==> src/rtl/spi_reg_pkg.sv <==
// Shared types and field positions for the SPI-to-register bridge.
// Latency: n/a (package only).
// Backpressure: n/a (package only).
//
// Holds the command and readback-select encodings, the bridge FSM state
// type, the input_reg field map and the readback slice helper.
package spi_reg_pkg;

  localparam int CMD_W   = 4;   // command field width at the top of a frame
  localparam int SLICE_W = 12;  // meaningful data/readback width
  localparam int CNT_W   = 8;   // frame counter width

  // input_reg field map; bits 26:20 are never written
  localparam int LO_MSB  = 11;
  localparam int LO_LSB  = 0;
  localparam int MID_MSB = 19;
  localparam int MID_LSB = 12;
  localparam int B28_MSB = 28;
  localparam int B28_LSB = 27;
  localparam int B30_MSB = 30;
  localparam int B30_LSB = 29;
  localparam int B31     = 31;

  typedef enum logic [CMD_W-1:0] {
    CMD_NOP    = 4'd0,
    CMD_SEL    = 4'd1,
    CMD_WR_LO  = 4'd2,
    CMD_WR_MID = 4'd3,
    CMD_WR_B28 = 4'd4,
    CMD_WR_B30 = 4'd5,
    CMD_WR_B31 = 4'd6,
    CMD_CLR    = 4'd7
  } cmd_e;

  typedef enum logic [1:0] {
    SEL_STAT_LO   = 2'd0,
    SEL_STAT_MID  = 2'd1,
    SEL_STAT_HI   = 2'd2,
    SEL_FRAME_CNT = 2'd3
  } sel_e;

  typedef enum logic [1:0] {
    ST_IDLE    = 2'd0,
    ST_CAPTURE = 2'd1,
    ST_DECODE  = 2'd2
  } state_e;

  // Readback slice chosen by the select register, always SLICE_W wide.
  function automatic logic [SLICE_W-1:0] readback_slice(input sel_e            sel,
                                                        input logic [31:0]      status,
                                                        input logic [CNT_W-1:0] cnt);
    case (sel)
      SEL_STAT_LO:  return status[11:0];
      SEL_STAT_MID: return status[23:12];
      SEL_STAT_HI:  return {4'b0000, status[31:24]};
      default:      return {4'b0000, cnt};
    endcase
  endfunction

endpackage

==> src/rtl/spi_busy_sync.sv <==
// Busy-flag synchroniser with falling-edge detect, preset to "busy" in reset.
// Latency: DEPTH clk to busy_o; fall_o is valid the cycle busy_o first reads low.
// Backpressure: none; a free-running sampler.
//
// Ports:
//   clk, rst_n  clock, async active-low reset
//   busy_i      asynchronous busy flag from the SPI block
//   busy_o      synchronised level
//   fall_o      one-cycle pulse on a synchronised 1->0 transition
module spi_busy_sync #(
  parameter int DEPTH = 2
) (
  input  logic clk,
  input  logic rst_n,
  input  logic busy_i,
  output logic busy_o,
  output logic fall_o
);

  logic [DEPTH-1:0] sync_q;
  logic             prev_q;
  // Fills with ones after reset; edge detection waits until every stage and
  // prev_q hold real samples, so the preset value never produces an edge.
  logic [DEPTH:0]   vld_q;

  always_ff @(posedge clk or negedge rst_n) begin
    if (!rst_n) begin
      sync_q <= '1;
      prev_q <= 1'b1;
      vld_q  <= '0;
    end else begin
      sync_q <= {sync_q[DEPTH-2:0], busy_i};
      prev_q <= sync_q[DEPTH-1];
      vld_q  <= {vld_q[DEPTH-1:0], 1'b1};
    end
  end

  assign busy_o = sync_q[DEPTH-1];
  assign fall_o = vld_q[DEPTH] & prev_q & ~sync_q[DEPTH-1];

endmodule

==> src/rtl/spi_reg_bridge.sv <==
// Decodes SPI command frames into a 32-bit control word and serves readback.
// Latency: input_reg/ctrl_update 2 clk after the FSM takes a synchronised rx edge.
// Backpressure: one frame may queue as pending; later edges are dropped with cmd_err.
//
// Ports:
//   clk, rst_n   clock, async active-low reset
//   spi_data_rx  last received frame, stable while rx_busy low
//   rx_busy      receive busy; synchronised falling edge marks a new frame
//   tx_busy      transmit busy; spi_data_tx is frozen while it reads high
//   status_reg   status word sampled for readback
//   spi_data_tx  {select, readback slice} to the SPI transmitter
//   input_reg    control word; ctrl_update pulses on every write command
//   cmd_err      pulse on an illegal command or a dropped frame
module spi_reg_bridge
  import spi_reg_pkg::*;
#(
  parameter int FRAME_W     = 16,
  parameter int SYNC_STAGES = 2
) (
  input  logic               clk,
  input  logic               rst_n,
  input  logic [FRAME_W-1:0] spi_data_rx,
  input  logic               rx_busy,
  input  logic               tx_busy,
  input  logic [31:0]        status_reg,
  output logic [FRAME_W-1:0] spi_data_tx,
  output logic [31:0]        input_reg,
  output logic               ctrl_update,
  output logic               cmd_err
);

  localparam int DATA_W = FRAME_W - CMD_W;

  logic rx_fall;
  logic tx_sync;
  logic unused_rx_busy;
  logic unused_tx_fall;

  spi_busy_sync #(.DEPTH(SYNC_STAGES)) u_rx_sync (
    .clk    (clk),
    .rst_n  (rst_n),
    .busy_i (rx_busy),
    .busy_o (unused_rx_busy),
    .fall_o (rx_fall)
  );

  spi_busy_sync #(.DEPTH(SYNC_STAGES)) u_tx_sync (
    .clk    (clk),
    .rst_n  (rst_n),
    .busy_i (tx_busy),
    .busy_o (tx_sync),
    .fall_o (unused_tx_fall)
  );

  state_e               state_q, state_d;
  logic [FRAME_W-1:0]   frame_q, frame_d;
  logic                 pending_q, pending_d;
  logic [31:0]          input_reg_q, input_reg_d;
  sel_e                 select_q, select_d;
  logic [CNT_W-1:0]     frame_cnt_q, frame_cnt_d;
  logic                 ctrl_update_q, ctrl_update_d;
  logic                 cmd_err_q, cmd_err_d;
  logic [FRAME_W-1:0]   tx_q, tx_d;

  logic [CMD_W-1:0]     cmd;
  logic [SLICE_W-1:0]   wr_dat;

  assign cmd    = frame_q[FRAME_W-1 -: CMD_W];
  // Data bits above SLICE_W are ignored on write.
  assign wr_dat = frame_q[SLICE_W-1:0];

  // State register
  always_ff @(posedge clk or negedge rst_n) begin
    if (!rst_n) state_q <= ST_IDLE;
    else        state_q <= state_d;
  end

  // Next-state logic
  always_comb begin
    state_d = state_q;
    case (state_q)
      ST_IDLE:    if (rx_fall) state_d = ST_CAPTURE;
      ST_CAPTURE: state_d = ST_DECODE;
      // An edge arriving in DECODE itself is taken straight away, otherwise
      // it would set pending just as the FSM returned to IDLE.
      ST_DECODE:  state_d = (pending_q || rx_fall) ? ST_CAPTURE : ST_IDLE;
      default:    state_d = ST_IDLE;
    endcase
  end

  // Output / datapath logic
  always_comb begin
    frame_d       = frame_q;
    pending_d     = pending_q;
    input_reg_d   = input_reg_q;
    select_d      = select_q;
    frame_cnt_d   = frame_cnt_q;
    ctrl_update_d = 1'b0;
    cmd_err_d     = 1'b0;

    if (state_q == ST_CAPTURE) frame_d = spi_data_rx;

    if (state_q == ST_DECODE) begin
      // Leaving DECODE consumes one edge: either the stored one (and a new
      // edge takes its place) or the edge arriving now.
      pending_d = pending_q & rx_fall;
    end else if (state_q == ST_CAPTURE && rx_fall) begin
      if (pending_q) cmd_err_d = 1'b1;
      else           pending_d = 1'b1;
    end

    if (state_q == ST_DECODE) begin
      frame_cnt_d = frame_cnt_q + 8'd1;
      case (cmd)
        CMD_NOP: begin
        end
        CMD_SEL: select_d = sel_e'(wr_dat[1:0]);
        CMD_WR_LO: begin
          input_reg_d[LO_MSB:LO_LSB] = wr_dat;
          ctrl_update_d = 1'b1;
        end
        CMD_WR_MID: begin
          input_reg_d[MID_MSB:MID_LSB] = wr_dat[7:0];
          ctrl_update_d = 1'b1;
        end
        CMD_WR_B28: begin
          input_reg_d[B28_MSB:B28_LSB] = wr_dat[1:0];
          ctrl_update_d = 1'b1;
        end
        CMD_WR_B30: begin
          input_reg_d[B30_MSB:B30_LSB] = wr_dat[1:0];
          ctrl_update_d = 1'b1;
        end
        CMD_WR_B31: begin
          input_reg_d[B31] = wr_dat[0];
          ctrl_update_d = 1'b1;
        end
        CMD_CLR: begin
          input_reg_d   = '0;
          ctrl_update_d = 1'b1;
        end
        default: cmd_err_d = 1'b1;
      endcase
    end

    // Readback reloads every cycle the transmitter is idle, so a select
    // written while busy shows up on the first idle cycle.
    tx_d = tx_sync ? tx_q
                   : {{2'b00, select_q},
                      DATA_W'(readback_slice(select_q, status_reg, frame_cnt_q))};
  end

  always_ff @(posedge clk or negedge rst_n) begin
    if (!rst_n) begin
      frame_q       <= '0;
      pending_q     <= 1'b0;
      input_reg_q   <= '0;
      select_q      <= SEL_STAT_LO;
      frame_cnt_q   <= '0;
      ctrl_update_q <= 1'b0;
      cmd_err_q     <= 1'b0;
      tx_q          <= '0;
    end else begin
      frame_q       <= frame_d;
      pending_q     <= pending_d;
      input_reg_q   <= input_reg_d;
      select_q      <= select_d;
      frame_cnt_q   <= frame_cnt_d;
      ctrl_update_q <= ctrl_update_d;
      cmd_err_q     <= cmd_err_d;
      tx_q          <= tx_d;
    end
  end

  assign input_reg   = input_reg_q;
  assign ctrl_update = ctrl_update_q;
  assign cmd_err     = cmd_err_q;
  assign spi_data_tx = tx_q;

endmodule
==> config.mk <==
export PLATFORM = sky130hd
export DESIGN_NAME = spi_reg_bridge
export DESIGN_NICKNAME = d
export VERILOG_FILES = /design/src/rtl/spi_reg_pkg.sv /design/src/rtl/spi_busy_sync.sv /design/src/rtl/spi_reg_bridge.sv
export SDC_FILE = /design/constraint.sdc
export NUM_CORES = 1
export LEC_CHECK = 0
export ABC_AREA = 1
export ABC_CLOCK_PERIOD_IN_PS = 3900
export CELL_PAD_IN_SITES_DETAIL_PLACEMENT = 0
export CELL_PAD_IN_SITES_GLOBAL_PLACEMENT = 1
export CORE_MARGIN = 5
export CORE_UTILIZATION = 33
export CTS_CLUSTER_DIAMETER = 50
export DETAILED_ROUTE_END_ITERATION = 16
export MAX_ROUTING_LAYER = met4
export PLACE_DENSITY_LB_ADDON = 0.1
export SLEW_MARGIN = 10
export SYNTH_ARGS = -nofsm -noshare
export SYNTH_HDL_FRONTEND = slang
export SYNTH_SLANG_ARGS = --single-unit
export TNS_END_PERCENT = 50
==> constraint.sdc <==
create_clock -name clk -period 3.9 [get_ports clk]
set_clock_uncertainty 0.1 [all_clocks]
set_input_delay 0.39 -clock clk [delete_from_list [all_inputs] [get_ports clk]]
set_output_delay 0.39 -clock clk [all_outputs]
set_load 0.005 [all_outputs]
==> run summary, run 1 <==
Finished Cell Area = 4620 um2
max FFs per register = 25
I/O Pins = 102
cts hold-fix bufs = 0
crit-path max FO = 30
count of final hold-check violations = 0
clk buf depth = 2
Worst Hold Class = in2async
DRT iter0 DRCs = 124
Tcrit/Tclk final = 0.515
Min Hold Slack = 85.0 ps
Max Cap Viol = 0
Area after DPL = 4440 um2
DIE HEIGHT = 112 um
core area = 10300 um2
port bufs = 92
detailed placement HPWL = 6.05 mm
Total GRT Usage = 0.142
Critical Path RT = 4080 ps
Post-route DRC = 0
FMAX = 0.497 GHz
Final Max Tran Viols = 0
pwr dens = 571 nW/um2
fillcell total = 1065
status = complete, no violations
TritonCTS buffer count = 9
n_diodes = 0
area share of and/or/nand/nor cells after synthesis = 0.284
worst vdd ir = 257 uV
wirelength, routed = 8.42 mm
Syn. warnings = 0
worst setup path startpoint = state_q[0]$_DFFE_PN0P_
Mean Syn Cell Area = 8.46 um2
clock latency on the worst-skew pair = 340 ps
reg-to-reg slack, setup = 1890 ps
Crit Reg-Reg Endpoint = pending_q$_DFFE_PN0P_
number of iterations in the first detailed-routing pass = 5
post-CTS resize count = 0
total grt overflow = 0
CP startpoint kind = flip-flop
chip width = 112 um
synthesis-to-finish area growth = 34.0%
Vias/cell = 4.39
Distinct cells, synth = 27
vias = 2819
post-synthesis instance total = 408
Post-Syn Area = 3450 um2
vias in the first global route = 2868
Site Rows = 37
clock slew at reported path FFs = 80 ps
share of cells above drive strength 1 = 0.0692
post-synthesis xor/xnor area fraction = 0.0102
Post-CTS Setup Bufs = 0
post-route ant nets = 0
htree depth = 3
Setup Crit Path Kind = reg2reg
RSZ-0062 raised after global routing = no
count of final setup violators = 0
CTS tree = done
clock sink count = 78
worst r2r src = state_q[0]$_DFFE_PN0P_
post-layout net count = 554
sequential fraction of the synthesis area = 0.567
largest family of logic cells by synthesized area = simple AND/OR/NAND/NOR gates
starting density of the core = 0.336
reg2reg path depth = 6
largest net degree at the start of global routing = 79
initial antenna violation count = 0
Leak = 2.22 nW
routability cong. = 0.775
Root Driver = clkbuf_8
Worst-Margin Slew = 997 ps
mux cell area share after synthesis = 0
first-pass GRT wire length = 14.1 mm
Synth Area in Compound Gates = 0.0631
minimum clock period = 2010 ps
Setup crit end = pending_q$_DFFE_PN0P_
Post-Synth Adder-Cell Area = 0.00363
average routed wire per standard cell = 13.1 um
post-synthesis register bit count = 78
setup TNS = 0 ps
die footprint = 12600 um2
CP endpoint kind = flip-flop
CP arrival = 2190 ps
max_slew headroom = 0.335
-- where the power goes --
| part | total, mW | internal [mW] | switching, mW | leakage, nW |
|---|---|---|---|---|
| sequential | 1.20 | 1.05 | 0.157 | 0.988 |
| combinational | 0.843 | 0.405 | 0.438 | 1.14 |
| clock | 0.592 | 0.295 | 0.297 | 0.0964 |
-- cells by family after synthesis --
family | Yosys count
AOI/OAI and AO/OA | 43
xor gates and xnor gates | 4
adders and majority gates | 1
buffers and inverters | 46
DFF | 78
other | 2
and+or+nand+nor | 234
-- synthesized netlist by cell type (all sizes together) --
cell,n,share of area
nand3,13,0.019
xor2,4,0.010
o22ai,1,0.0018
conb,2,0.0022
buf,16,0.037
a31oi,1,0.0018
a21oi,8,0.012
nand2,168,0.19
clkbuf,2,0.0022
nand3b,1,0.0022
nand4,3,0.0054
dfstp,5,0.038
inv,28,0.030
ha,1,0.0036
nor2,46,0.063
o21ai,33,0.048
nor3,3,0.0091
dfrtp,73,0.53
-- layer usage --
metal  global-route usage  share of wire  vias up
li1                     -              -     1443
met4               0.0433          0.011        0
met3               0.0329          0.060        8
met2                0.197           0.41       90
met1                0.205           0.52     1278
met5                    -              0        -
-- stage by stage --
step                instances  power (mW)  worst slack (ps)   util
floorplan                 416        1.64              2650      -
global placement          626        2.07              1940  0.432
detailed placement        626        2.08              1850  0.432
CTS                       642        2.68              1840  0.450
global route              642        2.85              1560  0.450
finish                    642        2.64              1890  0.450
-- worst min-delay path by stage --
stage | cells past startpoint | endpoint
6_report | 1 | spi_data_tx[6]$_DFFE_PN0N_
5_1_grt | 1 | spi_data_tx[6]$_DFFE_PN0N_
4_1_cts | 1 | spi_data_tx[6]$_DFFE_PN0N_
3_5_place_dp | 0 | u_rx_sync.vld_q[1]$_DFF_PN0_
3_3_place_gp | 0 | u_rx_sync.vld_q[1]$_DFF_PN0_
2_1_floorplan | 0 | cmd_err$_DFF_PN0_
-- cells in the final DEF, fill, tap and decap left out, types with 2 or more instances in the layout --
master and instances:
nand2_1 166, clkdlybuf4s50_1 91, dfrtp_1 73, nor2_1 39, o21ai_0 33, inv_1 25, nand3_1 13, conb_1 10
clkbuf_8 9, a21oi_1 8, nor2_2 5, dfstp_2 5, xor2_1 4, inv_2 3, nand4_1 3, clkinv_2 3
nor2_8 2
-- worst max-delay path: stages (launching register included) --
cell and delay, ps:
dfrtp_1 480, inv_2 70, nor2_2 720, inv_1 270, nor2_1 160, o21ai_0 80
nand2_1 70
-- final cells by class --
class                           count  area [um2]  share of cell area
Clock buffer                       10         128              0.0276
Clock inverter                      6        61.3              0.0133
Sequential cell                    78        1960               0.423
Tap cell                          136         170              0.0368
Timing Repair Buffer               92         918               0.199
Multi-Input combinational cell    292        1280               0.278
Inverter                           28         105              0.0227
No activity file was read; power rests on OpenSTA's default activity.
==> run 2: changes to the inputs <==
- ABC_CLOCK_PERIOD_IN_PS: 3900 -> 1700
- CORE_UTILIZATION: 33 -> 31
- clock period: 3.9 -> 1.7 ns (I/O delays scaled with it)
==> run 2 against run 1 <==
Net effect: global-route usage hardly changed; die area up 5.9%; routed wire length increased by 3.5%; utilization down 1.2 points; critical endpoint is now input_reg[2].
==> run summary, run 2 (synthesis results as in run 1) <==
Total GRT Usage = 0.142 (about the same)
clock slew at reported path FFs = 90 ps (was 80 ps)
post-route ant nets = 0 (unchanged)
final std cells w/o fill = 653 (was 642)
count of final hold-check violations = 0 (unchanged)
Max stage delay on crit path = 520 ps (was 720 ps)
FMAX = 0.653 GHz
switch share = 0.322 (was 0.338)
pwr dens = 1360 nW/um2 (was 571 nW/um2)
CP startpoint kind = flip-flop (unchanged)
CTS tree = done (unchanged)
chip width = 116 um (was 112 um)
CP arrival = 1260 ps (was 2190 ps)
Seq pwr share = 0.428 (was 0.456)
combinational power share = 0.308 (was 0.319)
initial antenna violation count = 0 (unchanged)
most frequent cells in the layout = 166 x nand2_1, 91 x clkdlybuf4s50_1, 73 x dfrtp_1 (unchanged)
Clock Power Share = 0.264 (was 0.224)
internal power = 4.38 mW (was 1.75 mW)
share of cells above drive strength 1 = 0.0799 (was 0.0692)
Tcrit/Tclk final = 0.902
Final WS setup = 167 ps (was 1890 ps)
starting density of the core = 0.317 (was 0.336)
final cell utilization of the core = 0.438 (was 0.450)
status = complete, no violations (unchanged)
die footprint = 13300 um2 (was 12600 um2)
CP endpoint kind = output pin (was flip-flop)
CP max-delay cell = clkdlybuf4s50_1 (was nor2_2)
Worst Hold Class = in2reg (was in2async)
dpl ws = 132 ps (was 1850 ps)
DRT iter0 DRCs = 121 (was 124)
first-pass GRT wire length = 14.3 mm (was 14.1 mm)
RSZ-0062 raised after global routing = no (unchanged)
core area = 10900 um2 (was 10300 um2)
routability cong. = 0.756 (was 0.775)
Finished Cell Area = 4770 um2 (was 4620 um2)
TritonCTS buffer count = 9 (unchanged)
critical-path cell list = clkdlybuf4s50_1 (was inv_2 > nor2_2 > inv_1 > nor2_1 > o21ai_0 > nand2_1)
crit-path max FO = 2 (was 30)
detailed placement HPWL = 6.37 mm (was 6.05 mm)
vias = 2855 (was 2819)
clock sink count = 78 (unchanged)
post-layout net count = 561 (was 554)
htree depth = 3 (unchanged)
largest net degree at the start of global routing = 79 (unchanged)
clock latency on the worst-skew pair = 350 ps (was 340 ps)
clk buf depth = 2 (unchanged)
Critical Path RT = 1430 ps (was 4080 ps)
synthesis-to-finish area growth = 38.2% (was 34.0%)
total grt overflow = 0 (unchanged)
minimum clock period = 1530 ps
Vias/cell = 4.37 (was 4.39)
Max Cap Viol = 0 (unchanged)
port bufs = 92 (unchanged)
n_diodes = 0 (unchanged)
wirelength, routed = 8.71 mm (was 8.42 mm)
I/O Pins = 102 (unchanged)
Post-route DRC = 0 (unchanged)
vias in the first global route = 2901 (was 2868)
post-CTS resize count = 0 (unchanged)
Leak = 2.29 nW (was 2.22 nW)
worst vdd ir = 538 uV (was 257 uV)
Site Rows = 38 (was 37)
Final Max Tran Viols = 0 (unchanged)
Setup Crit Path Kind = reg2out (was reg2reg)
Worst Path Buf+Inv = 1 (was 2)
DIE HEIGHT = 116 um (was 112 um)
max FFs per register = 25 (unchanged)
Crit path max-delay family = buffers and inverters (was simple AND/OR/NAND/NOR gates)
Placed Cells = 635 (was 626)
average routed wire per standard cell = 13.3 um (was 13.1 um)
setup TNS = 0 ps (unchanged)
number of iterations in the first detailed-routing pass = 4 (was 5)
Min Hold Slack = 119 ps (was 85.0 ps)
switching power total = 2.08 mW (was 0.892 mW)
total power = 6.47 mW (was 2.64 mW)
Root Driver = clkbuf_8 (unchanged)
commonest non-fill, non-tap cell in the layout = nand2_1 (unchanged)
Area after DPL = 4490 um2 (was 4440 um2)
count of final setup violators = 0 (unchanged)
[run 2: cell types whose count changed in the layout (fill, tap and decap cells not counted), sizes merged]
cell / change
inv: -1
clkbuf: +1
bufinv: +2
buf: +6
clkinv: -2
dlygate4sd3: +1
[run 2: power by group through the flow]
stage	clock, mW	sequential [mW]	combinational (mW)
4_1_cts	1.76	2.78	2.04
3_3_place_gp	0	2.81	2.02
2_1_floorplan	0	2.76	0.999
3_5_place_dp	0	2.80	2.03
5_1_grt	1.86	2.86	2.27
6_report	1.71	2.77	1.99
[run 2: path summary, 6_finish.rpt]
kind	slack, ps	from	depth (start not counted)	endpoint
setup reg to reg	210	frame_q[14]$_DFFE_PN0N_	6	input_reg[5]$_DFFE_PN0P_
max in group asynchronous	840	rst_n	3	u_tx_sync.sync_q[1]$_DFF_PN1_
setup / recovery	170	input_reg[2]$_DFFE_PN0P_	1	input_reg[2]
hold reg to reg	250	u_rx_sync.vld_q[1]$_DFF_PN0_	0	u_rx_sync.vld_q[2]$_DFF_PN0_
min in group asynchronous	250	rst_n	3	spi_data_tx[0]$_DFFE_PN0N_
hold / removal	120	rx_busy	1	u_rx_sync.sync_q[0]$_DFF_PN1_
[run 2: timing repair]
item,CTS,global route
setup endpoints to repair,0,3
buffers inserted,0,1
hold buffers,1,0
hold endpoints to repair,73,0
[run 2: routing by layer]
metal  vias up  global-route usage  wire (um)
met3        11              0.0282        433
met5         -                   -          0
met4         0              0.0540        148
li1       1446                   -          -
met2        84               0.207       3860
met1      1314               0.194       4270
[run 2: layout make-up]
type,instances,area [um2]
Clock buffer,11,141
Clock inverter,5,106
Fill cell,1119,6120
Inverter,28,105
Multi-Input combinational cell,292,1280
Sequential cell,78,1960
Tap cell,140,175
Timing Repair Buffer,99,998
